$ cat config.mk
export PLATFORM = sky130hd
export DESIGN_NAME = ut_ctrl_sequencer
export DESIGN_NICKNAME = d
export VERILOG_FILES = /design/src/rtl/ut_ctrl_sequencer.sv
export SDC_FILE = /design/constraint.sdc
export NUM_CORES = 1
export LEC_CHECK = 0
export BUFFER_PORTS_ARGS = -buffer_cell sky130_fd_sc_hd__buf_2
export CAP_MARGIN = 10
export CORE_MARGIN = 4
export CORE_UTILIZATION = 45
export CTS_CLUSTER_SIZE = 20
export DETAILED_ROUTE_END_ITERATION = 6
export HOLD_SLACK_MARGIN = 0.15
export PLACE_DENSITY_LB_ADDON = 0.3
export SLEW_MARGIN = 5
export SYNTH_ARGS = -nofsm -noshare
export SYNTH_HDL_FRONTEND = slang
export SYNTH_SLANG_ARGS = --single-unit
$ cat constraint.sdc
create_clock -name clk -period 4 [get_ports clk]
set_clock_uncertainty 0.2 [all_clocks]
set_input_delay 0.6 -clock clk [delete_from_list [all_inputs] [get_ports clk]]
set_output_delay 0.6 -clock clk [all_outputs]
set_load 0.02 [all_outputs]
$ cat src/rtl/ut_ctrl_sequencer.sv
// ut_ctrl_sequencer: UT core control FSM, PC and memory address mux; define UT_SEQ_HALT_EN to enable HLT.
module ut_ctrl_sequencer #(
    parameter logic [5:0] PC_RESET = 6'd0
) (
    input  logic       clk,
    input  logic       rst,
    input  logic       ce,
    input  logic [2:0] code_op,
    input  logic [5:0] ADR_RI,
    input  logic       carry,
    output logic       load_RI,
    output logic       load_ACC,
    output logic       load_carry,
    output logic       clr_carry,
    output logic [1:0] alu_sel,
    output logic       mem_en,
    output logic       mem_we,
    output logic [5:0] mem_addr,
    output logic [5:0] pc,
    output logic       halt
);
    typedef enum logic [2:0] {FETCH, LOAD_I, DECODE, OP_RD, EXEC, STORE, HALTED} state_t;
    localparam logic [2:0] OP_NOR = 3'b000, OP_ADD = 3'b001, OP_STA = 3'b010, OP_JCC = 3'b011,
                           OP_LDA = 3'b100, OP_JMP = 3'b101, OP_HLT = 3'b111;
    state_t state, state_nx;
    logic [5:0] pc_nx;
    always_ff @(posedge clk or posedge rst) begin
        if (rst) begin
            state <= FETCH;
            pc    <= PC_RESET;
        end else if (ce) begin
            state <= state_nx;
            pc    <= pc_nx;
        end
    end
    always_comb begin
        state_nx   = state;
        pc_nx      = pc;
        load_RI    = 1'b0;
        load_ACC   = 1'b0;
        load_carry = 1'b0;
        clr_carry  = 1'b0;
        alu_sel    = 2'b00;
        mem_en     = 1'b0;
        mem_we     = 1'b0;
        halt       = 1'b0;
        mem_addr   = (state == FETCH || state == LOAD_I || state == DECODE || state == HALTED) ? pc : ADR_RI;
        case (state)
            FETCH: begin
                mem_en   = ce;
                state_nx = LOAD_I;
            end
            LOAD_I: begin
                load_RI  = ce;
                pc_nx    = pc + 6'd1;
                state_nx = DECODE;
            end
            DECODE: begin
                state_nx = FETCH;
                case (code_op)
                    OP_NOR, OP_ADD, OP_LDA: state_nx = OP_RD;
                    OP_STA: state_nx = STORE;
                    OP_JCC: begin
                        clr_carry = ce;
                        pc_nx     = carry ? pc : ADR_RI;
                    end
                    OP_JMP: pc_nx = ADR_RI;
`ifdef UT_SEQ_HALT_EN
                    OP_HLT: state_nx = HALTED;
`endif
                    default: state_nx = FETCH;
                endcase
            end
            OP_RD: begin
                mem_en   = ce;
                state_nx = EXEC;
            end
            EXEC: begin
                load_ACC   = ce;
                load_carry = ce && code_op == OP_ADD;
                alu_sel    = code_op == OP_ADD ? 2'b01 : code_op == OP_LDA ? 2'b10 : 2'b00;
                state_nx   = FETCH;
            end
            STORE: begin
                mem_en   = ce;
                mem_we   = ce;
                state_nx = FETCH;
            end
            HALTED: begin
`ifdef UT_SEQ_HALT_EN
                halt = 1'b1;
`endif
                state_nx = HALTED;
            end
            default: state_nx = FETCH;
        endcase
    end
endmodule

=== Word level (Yosys, flattened, before mapping) ===
Cells that the tools add are included.

* Word-level logic and storage cells: 42
* Flip-flop bits (word level): 9
* Input bits: 13
* Output and inout bits: 21

* Equality and inequality tests: 13
* Reduce and logical (&&, ||, !) cells: 10
* $add $sub $neg: 1
* Mux-type cells: 16

{| class="wikitable"
|+ Operators by type and width
! kind !! count
|-
| $pmux W6 S2 || 2
|-
| $eq A3 B3 Y1 const B || 5
|-
| $pmux W3 S5 || 1
|-
| $eq A3 B2 Y1 const B || 4
|-
| $mux W6 || 2
|-
| $mux W1 || 7
|-
| $add A6 B1 Y6 const B || 1
|-
| $eq A3 B1 Y1 const B || 2
|-
| $logic_not A3 Y1 || 2
|-
| $mux W2 || 3
|-
| $pmux W3 S2 || 1
|-
| $reduce_or A3 Y1 || 2
|-
| $reduce_and A4 Y1 || 1
|-
| $logic_or A1 B1 Y1 || 3
|-
| $ne A3 B1 Y1 const B || 1
|-
| $ne A3 B3 Y1 const B || 1
|-
| $reduce_bool A2 Y1 || 1
|-
| $logic_and A1 B1 Y1 || 1
|}

=== Longest topological paths before layout ===
* Word-level depth: 5
* Gate-level depth with buffers: 5
* Depth with buffers taken out: 4

=== Worst setup path after synthesis ===
OpenSTA, ideal clock, no wires.

* Path kind: register -> output
* Start point: register state[1]
* End point: output port alu_sel[1]
* Data arrival time: 1.521 ns
* Cell stages (with the launch flop): 5
* Setup slack: 1.679 ns
* Data required time: 3.200 ns
* Buffers on the path: 1
* Cell sequence: dfrtp_1 > buf_6 > nand2b_1 > or3_1 > nor3b_1

* Cells in the longest elaborated chain, start to end: 2

{| class="wikitable"
|+ Ends and longest elaborated chain
! item !! line !! RTL
|-
| start: declaration || 25 || <nowiki>state_t state, state_nx;</nowiki>
|-
| start signal: assignment || 32 || <nowiki>state <= state_nx;</nowiki>
|-
| $eq A3 B3 Y1 || 48 || <nowiki>case (state)</nowiki>
|-
| $mux W2 || 48 ||
|-
| end: declaration || 15 || <nowiki>output logic [1:0] alu_sel,</nowiki>
|}

No other way between the ends.

=== Worst setup path in the final report ===
* Start point: register state[1]
* End point: output port mem_addr[4]

* Cells in the longest elaborated chain, start to end: 5
* Elaborated cells on any way between the ends: 8
* Those cells by class: eq/ne (3); mux (1); reduce/logical (4)

{| class="wikitable"
|+ Ends and longest elaborated chain
! item !! line !! RTL
|-
| $eq A3 B1 Y1 / $logic_not A3 Y1 (equally long branches) || 47 || <nowiki>mem_addr = (state == FETCH || state == LOAD_I || state == DECODE || state == HALTED) ? pc : ADR_RI;</nowiki>
|-
| $logic_or A1 B1 Y1 (2 in a row) || 47 ||
|-
| $logic_or A1 B1 Y1 (*) || 47 ||
|-
| $mux W6 (*) || 47 ||
|-
| end: declaration || 18 || <nowiki>output logic [5:0] mem_addr,</nowiki>
|}

Mark *: on every way between the ends. The rest lies on a longest branch, timed or not.

==> results.md <==
* Flops & latches, synth at 9
* Cell Int Power at 0.3788 mW
* WP data required at 3200 ps
* DP Cell Count at 151
* Leakage at 0.5087 nW
* WL/cell at 14.27 um
* Cts repair resizes at 0
* Cell count of the worst reg-to-reg path at 4
* CP startpoint: state[1]
* Max-cap violations at 0
* Pwr per Cell Area at 730.4 mW/mm2
* First-pass iteration count of the detailed router at 4
* Routability cong. at 0.9126
* Fin crit period at roughly 2700 ps
* Syn Std Cell Area at 867.1 um2
* Worst-Skew Late Latency at ~270 ps
* F_max at 363.9 MHz
* Final hold vios at 0
* Switching power at approximately 0.39 mW
* CP arrival at around 2000 ps
* Metal3 WL at 118 um
* Clk pwr share at 9.2%
* Met2 Wirelength at approximately 1100 um
* Clock transition at path regs at 60 ps
* Crit-path cells: nand2b_1 -> a21boi_2 -> mux2_2 -> buf_2
* Top cell type's share of synthesized area at 25.97%
* Final nets at 146
* Die width at 51.90 um
* DR iter-0 viols at 24
* Via count at 856
* Initial Utilization at 48.63%
* Netlist cell types at 42
* Remaining Overflow, GRT at 0
* Clock buffer depth at 2
* Number of H-tree levels at 1
* WL final at 2226 um
* Sequential area share after synthesis at about a quarter
* # IOs at 34
* Initial antenna violation count at 0
* Total GRT Usage at 17.76%
* Critical path class: flop to output port
* Setup violators final at 0
* Tcrit/Tclk final at 68.69%
* Ys Warns at 0
* Met1 wire length at 954 um
* Max-slew violations at 0
* Sequential fraction of design power at between 20 and 30%
* Area delta synth->final at 21.50%
* Final TNS setup at 0 ps
* R2r endpoint: pc[4]
* Clock buffer count from CTS at 3
* Synth Net Count at around 110
* Number of global-route vias before repair at 814
* Mean Syn Cell Area at about 8.8 um2
* Sw frac at 50.77%
* Rel. slew slack at between 60% and 70%
* Critical Path Start Type: flop
* Die Span Y at 51.90 um
* Post-route ant nets at 0
* DR DRC count at 0
* CTS tree: yes
* Critical path capture point type: output port
* Clk root buf: clkbuf_4
* Crit path max fanout at 11
* Synth top area cells: dfrtp_1, mux2_2, nor2_1
* FF-to-FF Start: state[1]
* Combinational group share of total power at a little over three fifths
* Final non-filler cell total at 156
* Detail Placement HPWL at 1661 um
* Hold WC Path Type: flop to flop
* CTS sink count at 9
* Post-CTS Repair Setup Buffers at 0
* Core area at 0.001783 mm2
* Antenna diode count at 0
* Vias per cell at 5.487
* Number of hold buffers added after cts at 1
* PortBufs at 32
* Worst R2R Setup Slack at roughly 2200 ps
* Worst setup path endpoint: mem_addr[4]
* Global-route wire length before repair at 3560 um
* Slowest cell on crit path: dfrtp_1
* Area of the die at 0.002693 mm2
* Num rows at 15
* Post-Syn Instances at 98
* Worst slew pin tran at ~530 ps
* RSZ-0062 raised after global routing: no
* CP peak stage delay at 560 ps
* Ratio of cells with drive above 1 in the final layout at 38.17%
* Peak VDD IR at 423.0 uV
* Leading area contributor after synthesis: dfrtp_1
* Largest net degree at the start of global routing at 14
* DR top layer: met4
* Status: finished clean
[Yosys cell counts, drive strengths merged]
cell type / instances
a211o: 1
a211oi: 1
a21boi: 1
a21o: 3
a21oi: 5
a221oi: 1
a22oi: 2
a31o: 1
a31oi: 1
a32o: 1
and2: 1
and3: 3
and4bb: 1
buf: 4
conb: 1
dfrtp: 9
ha: 1
inv: 5
mux2: 6
mux2i: 3
nand2: 4
nand2b: 6
nand3: 2
nand3b: 1
nor2: 9
nor2b: 2
nor3: 3
nor3b: 5
nor4: 1
o21ai: 4
o221ai: 1
o2bb2ai: 2
o31ai: 2
or3: 3
xnor2: 1
xor2: 1
[stage by stage]
step | worst slack (ps) | instance area, um2 | hold slack, ps | power (mW) | util, %
2_1_floorplan | 1679 | 867.1 | 227.9 | 0.5802 | -
3_3_place_gp | 1606 | 1017 | 317.0 | 0.6816 | 57.05
3_5_place_dp | 1559 | 1017 | 331.9 | 0.6937 | 57.05
4_1_cts | 1247 | 1054 | 345.1 | 0.7721 | 59.09
5_1_grt | 1172 | 1054 | 380.8 | 0.8321 | 59.09
6_report | 1252 | 1054 | 354.6 | 0.7695 | 59.09
[critical path, delay by kind of cell (launching register included)]
| kind | cells | cell delay (ps) |
|---|---|---|
| compound gates | 1 | 390 |
| flops | 1 | 560 |
| mux | 1 | 390 |
| simple gates | 1 | 190 |
| buf+inv | 1 | 160 |
[cell usage in the layout, fill, tap and decap left out, types with 3 or more instances in the layout]
master	synthesis	layout
mux2_2	6	6
a21oi_1	5	5
inv_1	5	5
nand2b_1	5	5
nor3b_1	4	4
a21o_1	3	3
nor2_1	9	9
nand2_1	4	4
mux2i_1	3	3
buf_2	0	32
nor3_1	3	3
o21ai_0	4	4
dfrtp_1	9	9
clkbuf_4	0	3
[power groups by stage]
stage          registers, mW  clock network [mW]  logic (mW)
2_1_floorplan          0.204                   0       0.376
3_3_place_gp           0.205                   0       0.476
3_5_place_dp           0.210                   0       0.484
4_1_cts                0.210              0.0723       0.490
5_1_grt                0.221              0.0790       0.532
6_report               0.213              0.0707       0.486
[per-layer routing]
layer	up-vias	global-route usage (%)
met5	-	0
met4	0	6.550
met3	5	4.298
met2	23	31.59
met1	400	20.25
li1	428	-
[logic make-up after synthesis]
logic type	count (synthesis)	share of synthesized area, %
and+or+nand+nor	41	28.86
buffers and inverters	9	6.927
adders and majority gates	1	1.443
AOI/OAI and AO/OA	26	23.09
xor gates and xnor gates	2	2.021
other	1	0.4325
DFF	9	25.97
muxes	9	11.25
[area by class of cell]
cell class              instances  area [um2]
well taps                      25       31.28
flip-flops and latches          9       225.2
fillers                       176       729.5
clock buffers                   4       26.28
multi-input cells              80       581.8
inverters                       5       18.77
repair buffers                 33       170.2
[how the worst min path moves through the flow]
stage | startpoint | cells after the start | end | slack [ps]
6_report | pc[5] | 1 | pc[5] | 350
3_5_place_dp | pc[5] | 1 | pc[5] | 330
5_1_grt | pc[5] | 1 | pc[5] | 380
2_1_floorplan | rst | 1 | pc[0] | 230
3_3_place_gp | pc[5] | 1 | pc[5] | 320
4_1_cts | pc[5] | 1 | pc[5] | 350
[sequential cells by signal, indices dropped and copies added, names as in the netlist]
register / flops
state: 3
pc: 6
Power figures use the tool's default switching activity.
